## config.mk

```make
export PLATFORM = sky130hd
export DESIGN_NAME = mem_port_arbiter
export DESIGN_NICKNAME = d
export VERILOG_FILES = /design/src/rtl/mem_port_arbiter.sv
export SDC_FILE = /design/constraint.sdc
export NUM_CORES = 1
export LEC_CHECK = 0
export ABC_AREA = 1
export CORE_MARGIN = 5
export CORE_UTILIZATION = 45
export DETAILED_ROUTE_END_ITERATION = 8
export GPL_ROUTABILITY_DRIVEN = 0
export PLACE_DENSITY = 0.86
export RECOVER_POWER = 100
export SKIP_CTS_REPAIR_TIMING = 1
export SYNTH_ARGS = -nofsm -noshare
export SYNTH_HDL_FRONTEND = slang
export SYNTH_SLANG_ARGS = --single-unit
```

## constraint.sdc

```tcl
create_clock -name CLK -period 7.7 [get_ports CLK]
set_input_delay 1.54 -clock CLK [delete_from_list [all_inputs] [get_ports CLK]]
set_output_delay 1.54 -clock CLK [all_outputs]
set_load 0.1 [all_outputs]
```

## src/rtl/mem_port_arbiter.sv

```systemverilog
// Arbitrates the instruction-fetch and load/store ports of the multi-cycle CPU onto
// one shared single-ported memory, with fetch-starvation guard and access watchdog.
module mem_port_arbiter #(
    parameter int AW           = 32,
    parameter int DW           = 32,
    parameter int MAX_D_STREAK = 4,
    parameter int TIMEOUT      = 16
) (
    input  logic            CLK,
    input  logic            RST,
    input  logic            i_req,
    input  logic [AW-1:0]   i_addr,
    output logic [DW-1:0]   i_rdata,
    output logic            i_ack,
    output logic            i_err,
    input  logic            d_req,
    input  logic            d_we,
    input  logic [DW/8-1:0] d_be,
    input  logic [AW-1:0]   d_addr,
    input  logic [DW-1:0]   d_wdata,
    output logic [DW-1:0]   d_rdata,
    output logic            d_ack,
    output logic            d_err,
    output logic            m_req,
    output logic            m_we,
    output logic [DW/8-1:0] m_be,
    output logic [AW-1:0]   m_addr,
    output logic [DW-1:0]   m_wdata,
    input  logic [DW-1:0]   m_rdata,
    input  logic            m_ack,
    output logic            busy
);

    localparam int BW = DW / 8;
    localparam logic [3:0] STREAK_MAX = 4'(MAX_D_STREAK);
    localparam logic [7:0] TMO_LAST   = 8'(TIMEOUT - 1);
    localparam bit         TMO_EN     = (TIMEOUT != 0);

    typedef enum logic [1:0] {
        ST_IDLE   = 2'd0,
        ST_BUSY_I = 2'd1,
        ST_BUSY_D = 2'd2,
        ST_DONE   = 2'd3
    } state_e;

    state_e state_q, state_d;
    logic [3:0] streak_q, streak_d;
    logic [7:0] tmo_q, tmo_d;
    logic pick_d_s, pick_i_s, finish_s, timeout_s;

    logic          m_req_q, m_req_d, m_we_q, m_we_d;
    logic [BW-1:0] m_be_q, m_be_d;
    logic [AW-1:0] m_addr_q, m_addr_d;
    logic [DW-1:0] m_wdata_q, m_wdata_d;
    logic          i_ack_q, i_ack_d, i_err_q, i_err_d;
    logic [DW-1:0] i_rdata_q, i_rdata_d;
    logic          d_ack_q, d_ack_d, d_err_q, d_err_d;
    logic [DW-1:0] d_rdata_q, d_rdata_d;
    logic          busy_q, busy_d;

    // FSM state register
    always_ff @(posedge CLK or posedge RST) begin
        if (RST) begin
            state_q <= ST_IDLE;
        end else begin
            state_q <= state_d;
        end
    end

    // Next-state: arbitration in IDLE, ack/watchdog completion in BUSY
    always_comb begin
        state_d   = state_q;
        pick_d_s  = 1'b0;
        pick_i_s  = 1'b0;
        finish_s  = 1'b0;
        timeout_s = 1'b0;
        case (state_q)
            ST_IDLE: begin
                // Data wins ties until it has starved a pending fetch MAX_D_STREAK times
                if (d_req && !(i_req && (streak_q == STREAK_MAX))) begin
                    pick_d_s = 1'b1;
                    state_d  = ST_BUSY_D;
                end else if (i_req) begin
                    pick_i_s = 1'b1;
                    state_d  = ST_BUSY_I;
                end else begin
                    state_d = ST_IDLE;
                end
            end
            ST_BUSY_I, ST_BUSY_D: begin
                if (m_ack) begin
                    finish_s = 1'b1;
                    state_d  = ST_DONE;
                end else if (TMO_EN && (tmo_q == TMO_LAST)) begin
                    finish_s  = 1'b1;
                    timeout_s = 1'b1;
                    state_d   = ST_DONE;
                end else begin
                    state_d = state_q;
                end
            end
            ST_DONE: state_d = ST_IDLE;
            default: state_d = ST_IDLE;
        endcase
    end

    // Output and counter next values, all registered below
    always_comb begin
        m_req_d   = m_req_q;
        m_we_d    = m_we_q;
        m_be_d    = m_be_q;
        m_addr_d  = m_addr_q;
        m_wdata_d = m_wdata_q;
        i_ack_d   = 1'b0;
        i_err_d   = 1'b0;
        i_rdata_d = {DW{1'b0}};
        d_ack_d   = 1'b0;
        d_err_d   = 1'b0;
        d_rdata_d = {DW{1'b0}};
        busy_d    = (state_d != ST_IDLE);
        streak_d  = streak_q;
        tmo_d     = tmo_q;
        if (pick_d_s) begin
            m_req_d   = 1'b1;
            m_we_d    = d_we;
            m_be_d    = d_be;
            m_addr_d  = d_addr;
            m_wdata_d = d_wdata;
            tmo_d     = 8'd0;
            if (i_req) begin
                streak_d = (streak_q == STREAK_MAX) ? streak_q : streak_q + 4'd1;
            end else begin
                streak_d = 4'd0;
            end
        end else if (pick_i_s) begin
            m_req_d   = 1'b1;
            m_we_d    = 1'b0;
            m_be_d    = {BW{1'b1}};
            m_addr_d  = i_addr;
            m_wdata_d = {DW{1'b0}};
            tmo_d     = 8'd0;
            streak_d  = 4'd0;
        end else if (finish_s) begin
            m_req_d = 1'b0;
            if (state_q == ST_BUSY_I) begin
                i_ack_d   = 1'b1;
                i_err_d   = timeout_s;
                i_rdata_d = timeout_s ? {DW{1'b0}} : m_rdata;
            end else begin
                d_ack_d   = 1'b1;
                d_err_d   = timeout_s;
                d_rdata_d = timeout_s ? {DW{1'b0}} : m_rdata;
            end
        end else if ((state_q == ST_BUSY_I) || (state_q == ST_BUSY_D)) begin
            tmo_d = tmo_q + 8'd1;
        end else begin
            tmo_d = tmo_q;
        end
    end

    // Registered outputs and counters
    always_ff @(posedge CLK or posedge RST) begin
        if (RST) begin
            m_req_q   <= 1'b0;
            m_we_q    <= 1'b0;
            m_be_q    <= {BW{1'b0}};
            m_addr_q  <= {AW{1'b0}};
            m_wdata_q <= {DW{1'b0}};
            i_ack_q   <= 1'b0;
            i_err_q   <= 1'b0;
            i_rdata_q <= {DW{1'b0}};
            d_ack_q   <= 1'b0;
            d_err_q   <= 1'b0;
            d_rdata_q <= {DW{1'b0}};
            busy_q    <= 1'b0;
            streak_q  <= 4'd0;
            tmo_q     <= 8'd0;
        end else begin
            m_req_q   <= m_req_d;
            m_we_q    <= m_we_d;
            m_be_q    <= m_be_d;
            m_addr_q  <= m_addr_d;
            m_wdata_q <= m_wdata_d;
            i_ack_q   <= i_ack_d;
            i_err_q   <= i_err_d;
            i_rdata_q <= i_rdata_d;
            d_ack_q   <= d_ack_d;
            d_err_q   <= d_err_d;
            d_rdata_q <= d_rdata_d;
            busy_q    <= busy_d;
            streak_q  <= streak_d;
            tmo_q     <= tmo_d;
        end
    end

    assign m_req   = m_req_q;
    assign m_we    = m_we_q;
    assign m_be    = m_be_q;
    assign m_addr  = m_addr_q;
    assign m_wdata = m_wdata_q;
    assign i_ack   = i_ack_q;
    assign i_err   = i_err_q;
    assign i_rdata = i_rdata_q;
    assign d_ack   = d_ack_q;
    assign d_err   = d_err_q;
    assign d_rdata = d_rdata_q;
    assign busy    = busy_q;

endmodule
```

==> metrics.txt <==
# TYPE chip_impl_metric gauge
chip_impl_metric{name="core.rowCount",unit=""} 42
chip_impl_info{name="hold_path.class",value="reg -> reg"} 1
chip_impl_metric{name="route.detailed.wl_per_inst",unit="µm"} 16.1
chip_impl_metric{name="yosys_warnings",unit=""} 0
chip_impl_metric{name="setup-tns-final",unit="ps"} 0
chip_impl_metric{name="global_route.usage.total",unit=""} 0.221
chip_impl_metric{name="h_tree_level_count",unit=""} 4
chip_impl_info{name="clk_root_buffer_cell",value="sky130_fd_sc_hd__clkbuf_16"} 1
chip_impl_info{name="synth_commonest_cells",value="226 x sky130_fd_sc_hd__nand2_1, 153 x sky130_fd_sc_hd__dfrtp_1, 82 x sky130_fd_sc_hd__nand3_1"} 1
chip_impl_metric{name="grt_start_max_net_pins",unit=""} 84
chip_impl_metric{name="critical_path_arrival",unit="ps"} 5570
chip_impl_metric{name="timing.slew.headroom",unit=""} -1.25
chip_impl_metric{name="mappedNetlistArea",unit="mm²"} 0.00614
chip_impl_metric{name="finalCriticalPeriod",unit="ps"} 5250
chip_impl_info{name="worstPathCellList",value="dlygate4sd3_1, o21ai_4, clkbuf_1, nand2_1, buf_4, nor3_1"} 1
chip_impl_metric{name="place.port_buffers",unit=""} 276
chip_impl_info{name="critical_path.endpoint_type",value="flip-flop"} 1
chip_impl_metric{name="setup.reg_to_reg.worst_slack",unit="ps"} 3630
chip_impl_info{name="synth_top_area_cell",value="sky130_fd_sc_hd__dfrtp_1"} 1
chip_impl_metric{name="syn2layout_area_growth",unit="%"} 54.9
chip_impl_metric{name="hpwlAfterDp",unit="mm"} 12.2
chip_impl_metric{name="wire_length_of_the_first_global_routing_pass",unit="mm"} 27.9
chip_impl_metric{name="clkTransAtPathRegs",unit="ps"} 60
chip_impl_info{name="violations_in_the_final_reports",value="max-capacitance violations, max-slew violations"} 1
chip_impl_metric{name="dr.pass1.iters",unit=""} 4
chip_impl_metric{name="grt_remaining_overflow",unit=""} 0
chip_impl_metric{name="first_global_vias",unit=""} 5504
chip_impl_info{name="yosysMostFrequentCell",value="sky130_fd_sc_hd__nand2_1"} 1
chip_impl_metric{name="filler_cell_count",unit=""} 1017
chip_impl_metric{name="clk_path_buf_depth",unit=""} 2
chip_impl_info{name="critPathTopFamily",value="buffers and inverters"} 1
chip_impl_metric{name="ys_types",unit=""} 22
chip_impl_metric{name="worst_ep_required_time",unit="ps"} 8020
chip_impl_info{name="outcome",value="finished with violations"} 1
chip_impl_metric{name="setup_ws",unit="ps"} 2450
chip_impl_metric{name="antenna-diode-count",unit=""} 0
chip_impl_metric{name="synth_seq_area_share",unit=""} 0.624
chip_impl_info{name="timing_worst_setup_path_type",value="in -> reg"} 1
chip_impl_info{name="cts_tree",value="yes"} 1
chip_impl_metric{name="setup_viol_count_final",unit=""} 0
chip_impl_metric{name="cts.sink_count",unit=""} 153
chip_impl_metric{name="finClkSkew",unit="ps"} 5.28
chip_impl_info{name="slowest_stage_cell_crit_path",value="sky130_fd_sc_hd__clkbuf_1"} 1
chip_impl_metric{name="finalNetCount",unit=""} 1047
chip_impl_metric{name="fp.coreArea",unit="mm²"} 0.0133
chip_impl_metric{name="timing.fmax",unit="MHz"} 190
chip_impl_metric{name="path_max_fanout",unit=""} 78
chip_impl_metric{name="route.final.wire_length",unit="mm"} 17.6
chip_impl_info{name="r2r_startpoint",value="state_q[0]"} 1
chip_impl_metric{name="detailroute.via_count",unit=""} 5411
chip_impl_metric{name="initial_core_util",unit=""} 0.462
chip_impl_metric{name="worst-slew-pin-transition",unit="ps"} 3380
chip_impl_metric{name="syn-instance-count",unit=""} 643
chip_impl_metric{name="dpl-instance-area",unit="mm²"} 0.00899
chip_impl_metric{name="timing.final.crit_share",unit=""} 0.682
chip_impl_metric{name="placement.setup.worst_slack",unit="ps"} 3940
chip_impl_metric{name="floorplan.die.height",unit="µm"} 127
chip_impl_metric{name="cells_on_worst_reg2reg_path",unit=""} 7
chip_impl_metric{name="insertion_delay",unit="ps"} 410
chip_impl_metric{name="post-route-drc-count",unit=""} 0
chip_impl_metric{name="stdcell_area",unit="mm²"} 0.00951
chip_impl_info{name="rsz0062_at_grt",value="no"} 1
chip_impl_info{name="critical_path.reg2reg.endpoint",value="i_rdata[11]"} 1
chip_impl_metric{name="synth.ff_latch_count",unit=""} 153
chip_impl_metric{name="floorplan.die_area",unit="mm²"} 0.0161
chip_impl_info{name="synth_top_flop_cell",value="sky130_fd_sc_hd__dfrtp_1"} 1
chip_impl_metric{name="vias_cell",unit=""} 4.96
chip_impl_metric{name="count_of_flip_flops_with_a_built_in_enable_after_synthesis",unit=""} 0
chip_impl_metric{name="final_cell_count_no_fill",unit=""} 1092
chip_impl_metric{name="cp.depth",unit=""} 6
chip_impl_info{name="synthTopCellsByArea",value="sky130_fd_sc_hd__dfrtp_1 62%, sky130_fd_sc_hd__nand2_1 14%, sky130_fd_sc_hd__nand3_1 6.7%, sky130_fd_sc_hd__nor3_2 4.6%, sky130_fd_sc_hd__nor3_1 3.0%"} 1
chip_impl_metric{name="drt_first_iter_violations",unit=""} 315
chip_impl_metric{name="antenna_left",unit=""} 0
chip_impl_metric{name="boundaryPins",unit=""} 277
chip_impl_metric{name="grt_antenna_before_repair",unit=""} 0
chip_impl_metric{name="max_cap_viol",unit=""} 5
chip_impl_metric{name="post-synth-top-area-fraction",unit=""} 0.624
chip_impl_metric{name="numCtsBuffers",unit=""} 17
chip_impl_metric{name="postSynthNetCount",unit=""} 786
chip_impl_info{name="critical_path.startpoint",value="i_req"} 1
chip_impl_metric{name="critical_path_buf_inv_count",unit=""} 3
chip_impl_metric{name="synth.avg_cell_area",unit="µm²"} 9.54
chip_impl_metric{name="async_flop_share",unit=""} 1.00
chip_impl_info{name="timing.critical_path.from_type",value="primary input"} 1
chip_impl_metric{name="hold_viol_final",unit=""} 0
chip_impl_metric{name="die_width",unit="µm"} 127
chip_impl_info{name="hold_path.startpoint",value="m_wdata[0]"} 1
chip_impl_metric{name="timing.final.max_slew_violations",unit=""} 279
chip_impl_metric{name="cpPeakStageDelay",unit="ps"} 2400
chip_impl_info{name="cp-endpoint",value="i_rdata[11]"} 1
chip_impl_metric{name="layout-drive-gt1-share",unit=""} 0.0579
chip_impl_metric{name="place.detailed.instances",unit=""} 1061
-- metrics by stage --
stage                     utilization  hold WS, ps
after floorplan                     -          493
after global placement          0.676          456
after detailed placement        0.676          465
after CTS                       0.720          481
after global routing            0.715          484
final                           0.715          474
-- metal layers --
layer | global-route usage | part of all wire | vias up
met4 | 0.0890 | 0.027 | 0
met5 | 0 | 0 | -
met1 | 0.246 | 0.38 | 2556
li1 | - | - | 2594
met2 | 0.384 | 0.51 | 229
met3 | 0.0811 | 0.092 | 32
-- cell type report --
class,instances,area (µm²),share of cell area
Sequential cell,153,3830,0.403
Clock inverter,13,155,0.0163
Clock buffer,18,429,0.0451
Tap cell,176,220,0.0232
Inverter,30,114,0.0120
Timing Repair Buffer,282,2800,0.294
Multi-Input combinational cell,420,1960,0.206
-- worst min path at each step --
stage          slack, ps  depth (start not counted)     endpoint
2_1_floorplan        490                          2  streak_q[3]
3_3_place_gp         460                          2        m_req
3_5_place_dp         470                          2  m_wdata[16]
4_1_cts              480                          2  m_wdata[16]
5_1_grt              480                          2  m_wdata[14]
6_report             470                          2   m_wdata[0]
-- flip-flops by register name, indices dropped and copies added (netlist names) --
register  cells
m_we          1
tmo_q         8
state_q       2
d_err         1
i_rdata      32
i_ack         1
m_be          4
d_ack         1
d_rdata      32
m_addr       32
m_req         1
streak_q      4
i_err         1
busy          1
m_wdata      32
-- cells by family after synthesis --
logic type / count (synthesis) / synth area share
xor gates and xnor gates: 2 / 0.00286
adders and majority gates: 5 / 0.0102
AOI/OAI and AO/OA: 14 / 0.0141
DFF: 153 / 0.624
and+or+nand+nor: 399 / 0.300
buffers and inverters: 70 / 0.0491
-- layout by cell type, fill, tap and decap left out --
master and instances:
sky130_fd_sc_hd__nand2_1 226, sky130_fd_sc_hd__dfrtp_1 153, sky130_fd_sc_hd__dlygate4sd3_1 142, sky130_fd_sc_hd__clkdlybuf4s50_1 134, sky130_fd_sc_hd__nand3_1 82, sky130_fd_sc_hd__nor3_1 48
sky130_fd_sc_hd__inv_1 29, sky130_fd_sc_hd__nor2_1 19, sky130_fd_sc_hd__nor3_2 17, sky130_fd_sc_hd__clkbuf_16 17, sky130_fd_sc_hd__nand4_1 6, sky130_fd_sc_hd__o21ai_0 5
sky130_fd_sc_hd__ha_1 5, sky130_fd_sc_hd__clkinv_2 5, sky130_fd_sc_hd__o22ai_1 4, sky130_fd_sc_hd__clkbuf_1 4, sky130_fd_sc_hd__a21oi_1 3, sky130_fd_sc_hd__bufinv_16 3
sky130_fd_sc_hd__clkinvlp_4 3, sky130_fd_sc_hd__buf_4 3, sky130_fd_sc_hd__o21ai_4 2, sky130_fd_sc_hd__xor2_1 2, sky130_fd_sc_hd__clkinv_4 2, sky130_fd_sc_hd__or2_0 1
sky130_fd_sc_hd__clkinvlp_2 1
-- worst register-to-register path: cells and delay by family (launching register included) --
family / cells / cell delay, ps
buffers and inverters: 3 / 2860
DFF: 1 / 340
adders and majority gates: 1 / 300
AOI/OAI and AO/OA: 1 / 100
and+or+nand+nor: 2 / 380
Power is left out: the tool's default activity adds up to more than one toggle a clock period on the data nets, which glitch-free logic cannot reach.
